--- config.mk ---
export PLATFORM = sky130hd
export DESIGN_NAME = hazard_scoreboard
export DESIGN_NICKNAME = d
export VERILOG_FILES = /design/src/rtl/hazard_scoreboard.sv
export SDC_FILE = /design/constraint.sdc
export NUM_CORES = 1
export LEC_CHECK = 0
export ABC_AREA = 1
export BUFFER_PORTS_ARGS = -buffer_cell sky130_fd_sc_hd__buf_2
export CAP_MARGIN = 5
export CORE_MARGIN = 3
export CORE_UTILIZATION = 44
export CTS_CLUSTER_DIAMETER = 80
export DETAILED_ROUTE_END_ITERATION = 10
export PLACE_DENSITY = 0.65
export SKIP_CTS_REPAIR_TIMING = 1
export SLEW_MARGIN = 20
export SYNTH_ARGS = -nofsm -noshare
export SYNTH_HDL_FRONTEND = slang
export SYNTH_SLANG_ARGS = --single-unit
--- constraint.sdc ---
create_clock -name clk -period 3.6 [get_ports clk]
set_input_delay 0.72 -clock clk [delete_from_list [all_inputs] [get_ports clk]]
set_output_delay 0.72 -clock clk [all_outputs]
set_load 0.05 [all_outputs]
--- src/rtl/hazard_scoreboard.sv ---
// Hazard scoreboard for an in-order pipeline: one countdown per architectural
// register tracks how many cycles remain until its pending result can be
// forwarded. Produces the data-stall, PC / IF-ID enables, the ID/EX bubble
// control and a saturating count of data-stall cycles.
module hazard_scoreboard #(
    parameter int NREG    = 32,
    parameter int AW      = 5,
    parameter int MAX_LAT = 4,
    parameter int SCW     = 16
) (
    input  logic                             clk,
    input  logic                             reset,
    input  logic [AW-1:0]                    id_rs1,
    input  logic [AW-1:0]                    id_rs2,
    input  logic                             id_rs1_used,
    input  logic                             id_rs2_used,
    input  logic                             id_valid,
    input  logic [AW-1:0]                    id_rd,
    input  logic                             id_regwrite,
    input  logic [$clog2(MAX_LAT+1)-1:0]     id_lat,
    input  logic                             branch_flush,
    input  logic                             mem_busy,
    output logic                             stall,
    output logic                             pc_write,
    output logic                             if_id_write,
    output logic                             id_ex_flush,
    output logic [NREG-1:0]                  pending,
    output logic [SCW-1:0]                   stall_cycles
);

    localparam int CW = $clog2(MAX_LAT + 1);

    // Entry 0 is held at zero so x0 never reports a pending result.
    logic [NREG-1:0][CW-1:0] cnt_q;

    logic          rs1_hit;
    logic          rs2_hit;
    logic          issue;
    logic          do_load;
    logic [CW-1:0] lat_clamped;

    // Source-operand hazard detection and issue qualification.
    always_comb begin
        rs1_hit     = id_rs1_used && (id_rs1 != '0) && (cnt_q[id_rs1] != '0);
        rs2_hit     = id_rs2_used && (id_rs2 != '0) && (cnt_q[id_rs2] != '0);
        stall       = id_valid && (rs1_hit || rs2_hit);
        issue       = id_valid && !stall && !mem_busy && !branch_flush;
        do_load     = issue && id_regwrite && (id_rd != '0);
        lat_clamped = (id_lat > CW'(MAX_LAT)) ? CW'(MAX_LAT) : id_lat;
    end

    // Pipeline enables derived from the stall, freeze and flush conditions.
    always_comb begin
        pc_write    = !mem_busy && (!stall || branch_flush);
        if_id_write = !mem_busy && !stall;
        id_ex_flush = !mem_busy && (stall || branch_flush || !id_valid);
    end

    // Per-register pending flags.
    always_comb begin
        pending = '0;
        for (int unsigned r = 0; r < NREG; r++) begin
            pending[r] = (cnt_q[r] != '0);
        end
    end

    // Countdown update: a new issue to rd overrides the decrement of that
    // register; everything holds while the memory freezes the pipeline.
    always_ff @(posedge clk or posedge reset) begin
        if (reset) begin
            cnt_q <= '0;
        end else begin
            for (int unsigned r = 0; r < NREG; r++) begin
                if (r == 0) begin
                    cnt_q[r] <= '0;
                end else if (do_load && (id_rd == AW'(r))) begin
                    cnt_q[r] <= lat_clamped;
                end else if (!mem_busy && (cnt_q[r] != '0)) begin
                    cnt_q[r] <= cnt_q[r] - CW'(1);
                end
            end
        end
    end

    // Saturating count of cycles lost to data hazards (frozen cycles excluded).
    always_ff @(posedge clk or posedge reset) begin
        if (reset) begin
            stall_cycles <= '0;
        end else if (stall && !mem_busy && (stall_cycles != '1)) begin
            stall_cycles <= stall_cycles + SCW'(1);
        end
    end

endmodule

==> flow_metrics.py <==
metrics = {
    "min_path": {
        "min_path_type": "in2async",
    },
    "cts": {
        "clkTransAtPathRegs_ns": 0.08,
        "cts_inserted_buffers": 9,
        "h-tree-depth": 3,
        "worstSkewPairLatency_ns": 0.37,
        "cts-root-buf": "clkbuf_16",
        "clk_path_buf_depth": 2,
        "cts_tree": "built",
        "cts.sinks": 109,
    },
    "floorplan": {
        "core_area_um2": 20400,
        "pin_count": 78,
        "initial_utilization": 0.452,
        "fp.dieW_um": 151,
        "fp-row-count": 52,
        "die_h_um": 151,
        "die_area_um2": 22800,
    },
    "synth": {
        "synthAdderAreaFrac": 0.0853,
        "synth-simple-area-share": 0.434,
        "synthXorXnorAreaFrac": 0.0417,
        "synth_cell_types": 33,
        "syn_area_per_cell_um2": 6.54,
        "async_reset_ff_frac": 1.00,
        "synth_seq_cells": 109,
        "synth_enable_flop_cells": 0,
        "ys_warn_count": 0,
        "synth_top_family_by_area": "simple AND/OR/NAND/NOR gates",
        "synth.area.mux_share": 0,
        "synth_cells": 1413,
        "synthesis.nets": 1502,
        "synth_compound_area_frac": 0.0494,
        "synth_area_um2": 9240,
        "synth-seq-area-share": 0.295,
        "ys.flop_type": "dfrtp_1",
    },
    "sta": {
        "holdWs_ns": 0.464,
        "hold_viol_final": 0,
        "finalSetupTns_ns": 0,
        "setup_viol": 0,
        "tightest_slew_ns": 0.843,
        "rsz0062_at_grt": "false",
        "fin_crit_sh": 0.936,
        "fin_skew_ns": 0.00975,
        "fmax_mhz": 297,
        "drv_slew": 0,
        "slew_headroom": 0.434,
        "period_minus_slack_ns": 3.37,
    },
    "finish": {
        "fin_nets": 1557,
        "area_growth_pct": 10.0,
        "drive_gt1_frac": 0.115,
        "n_antenna_cell": 0,
        "fillers": 2109,
    },
    "global_routing": {
        "overflow": 0,
        "grt_pass1_wl_um": 43300,
        "grt_max_degree": 78,
        "antenna_found_initial": 0,
        "grt.total_usage": 0.239,
        "grt_pass1_vias": 8434,
    },
    "placed_design": {
        "portBuffers": 76,
        "hpwlAfterDp_um": 19400,
        "gp_congestion": 0.950,
    },
    "detailed_routing": {
        "via_per_inst": 5.27,
        "drtIter0Drc": 831,
        "ant_nets": 0,
        "drc": 0,
        "wire_per_inst_um": 15.2,
        "num_vias": 9179,
        "first_pass_iters": 5,
        "totalWireLength_um": 26600,
    },
    "flow_run": {
        "drv_cap": 0,
    },
    "critical_path": {
        "critical-path-top-delay-family": "simple AND/OR/NAND/NOR gates",
        "critPathRequiredTime_ns": 2.88,
        "cp-end-kind": "output pin",
        "cp_num_buf_inv": 4,
        "arrival_ns": 2.65,
        "crit_slowest_cell": "buf_2",
        "crit_path_start_kind": "primary input",
        "path_max_fanout": 11,
        "crit_chain": "buf_2 > inv_2 > nor2_2 > nand3_1 > nand2_1 > nor2_1 > nand2_1 > nand2_1 > nand2_1 > nand3_1 > nand3_2 > nand2_4 > nand2_2 > inv_1 > a21oi_1 > buf_2",
        "critPathMaxStageDelay_ns": 0.27,
        "path_class": "in2out",
        "path_common_cell": "nand2_1",
    },
    "power_and_ir_drop": {
        "ir_drop_uv": 485,
        "seq_power_share": 0.286,
        "netSwitchingFraction": 0.525,
        "p_leak_nw": 5.52,
        "combPwrFrac": 0.584,
        "switching_power_w": 0.00420,
        "power_density_nw_per_um2": 788,
        "p_clk_frac": 0.130,
        "cellInternalPower_w": 0.00380,
    },
    "outcome": {
        "status": "completed",
    },
}
path summary, 6_finish.rpt:
path	end	slack (ns)	startpoint	cells after the start
setup / recovery	pc_write	0.23	id_rs2[0]	16
hold / removal	stall_cycles[2]$_DFFE_PP0P_	0.46	reset	2
setup reg to reg	cnt_q[30]$_DFFE_PP0P_	1.08	cnt_q[26]$_DFFE_PP0P_	13
hold reg to reg	cnt_q[61]$_DFFE_PP0P_	0.51	cnt_q[61]$_DFFE_PP0P_	2
max in group asynchronous	cnt_q[55]$_DFFE_PP0P_	2.46	reset	3
min in group clk	cnt_q[61]$_DFFE_PP0P_	0.51	cnt_q[61]$_DFFE_PP0P_	2
Yosys cell counts (all sizes together) (8+ instances only):
master,number,area [um2]
nand4,70,438
or2,23,144
nand2,459,1730
o21ai,80,400
buf,29,176
nor2,150,599
xor2,38,333
inv,166,626
nor3,16,85.1
ha,63,788
a21oi,8,40.0
nand3,174,996
clkbuf,17,63.8
dfrtp,109,2730
logic make-up (layout without fill, tap and decap cells):
| family | Yosys count | count (layout) |
|---|---|---|
| AOI/OAI and AO/OA | 90 | 90 |
| adders and majority gates | 63 | 63 |
| buffers and inverters | 212 | 272 |
| and+or+nand+nor | 894 | 894 |
| DFF | 109 | 109 |
| xor gates and xnor gates | 44 | 44 |
| other | 1 | 1 |
power by group through the flow:
stage	clock network [W]	logic [W]	registers, W
6_report	0.00104	0.00467	0.00229
3_3_place_gp	0	0.00460	0.00230
2_1_floorplan	0	0.00360	0.00225
3_5_place_dp	0	0.00465	0.00231
4_1_cts	0.00106	0.00468	0.00228
5_1_grt	0.00110	0.00535	0.00237
per-layer routing:
metal  vias to the layer above  track usage  routed length (um)
li1                       4638            -                   -
met1                      4247        0.340               12300
met2                       266        0.379               11900
met3                        28       0.0401                1860
met4                         0       0.0635                 405
met5                         -            0                   0
registers in the layout, indices dropped and copies added, names as in the netlist:
register / flops
cnt_q: 93
stall_cycles: 16
through the flow:
stage | instance area (um2) | power, W | setup WS [ns] | std cells | utilization
6_report | 10200 | 0.00800 | 0.232 | 1743 | 0.497
5_1_grt | 10200 | 0.00882 | 0.0380 | 1743 | 0.497
4_1_cts | 10200 | 0.00803 | 0.244 | 1743 | 0.497
3_5_place_dp | 9860 | 0.00696 | 0.256 | 1727 | 0.483
3_3_place_gp | 9860 | 0.00690 | 0.299 | 1727 | 0.483
2_1_floorplan | 9240 | 0.00586 | 0.00605 | 1413 | -
placed cells by master (no fill, tap or decap), types with 3 or more instances in the layout:
master	n
a21oi_1	8
buf_12	3
buf_2	76
buf_4	11
clkbuf_16	9
dfrtp_1	109
ha_1	63
inv_1	159
inv_2	5
inv_8	3
nand2_1	457
nand3_1	149
nand3_2	25
nand4_1	70
nor2_1	145
nor3_1	15
o21ai_0	62
o21ai_1	18
or2_2	23
xnor2_1	6
xor2_1	38
area by class of cell:
type	count	area [um2]	area share
clock buffer	9	225	0.0222
clock inverter	7	75.1	0.00739
inverter	166	628	0.0618
multi-input combinational	1092	5640	0.555
sequential	109	2730	0.268
tap	270	338	0.0333
timing repair buffer	90	523	0.0515
Note: power is estimated with default switching activity, not from simulation.
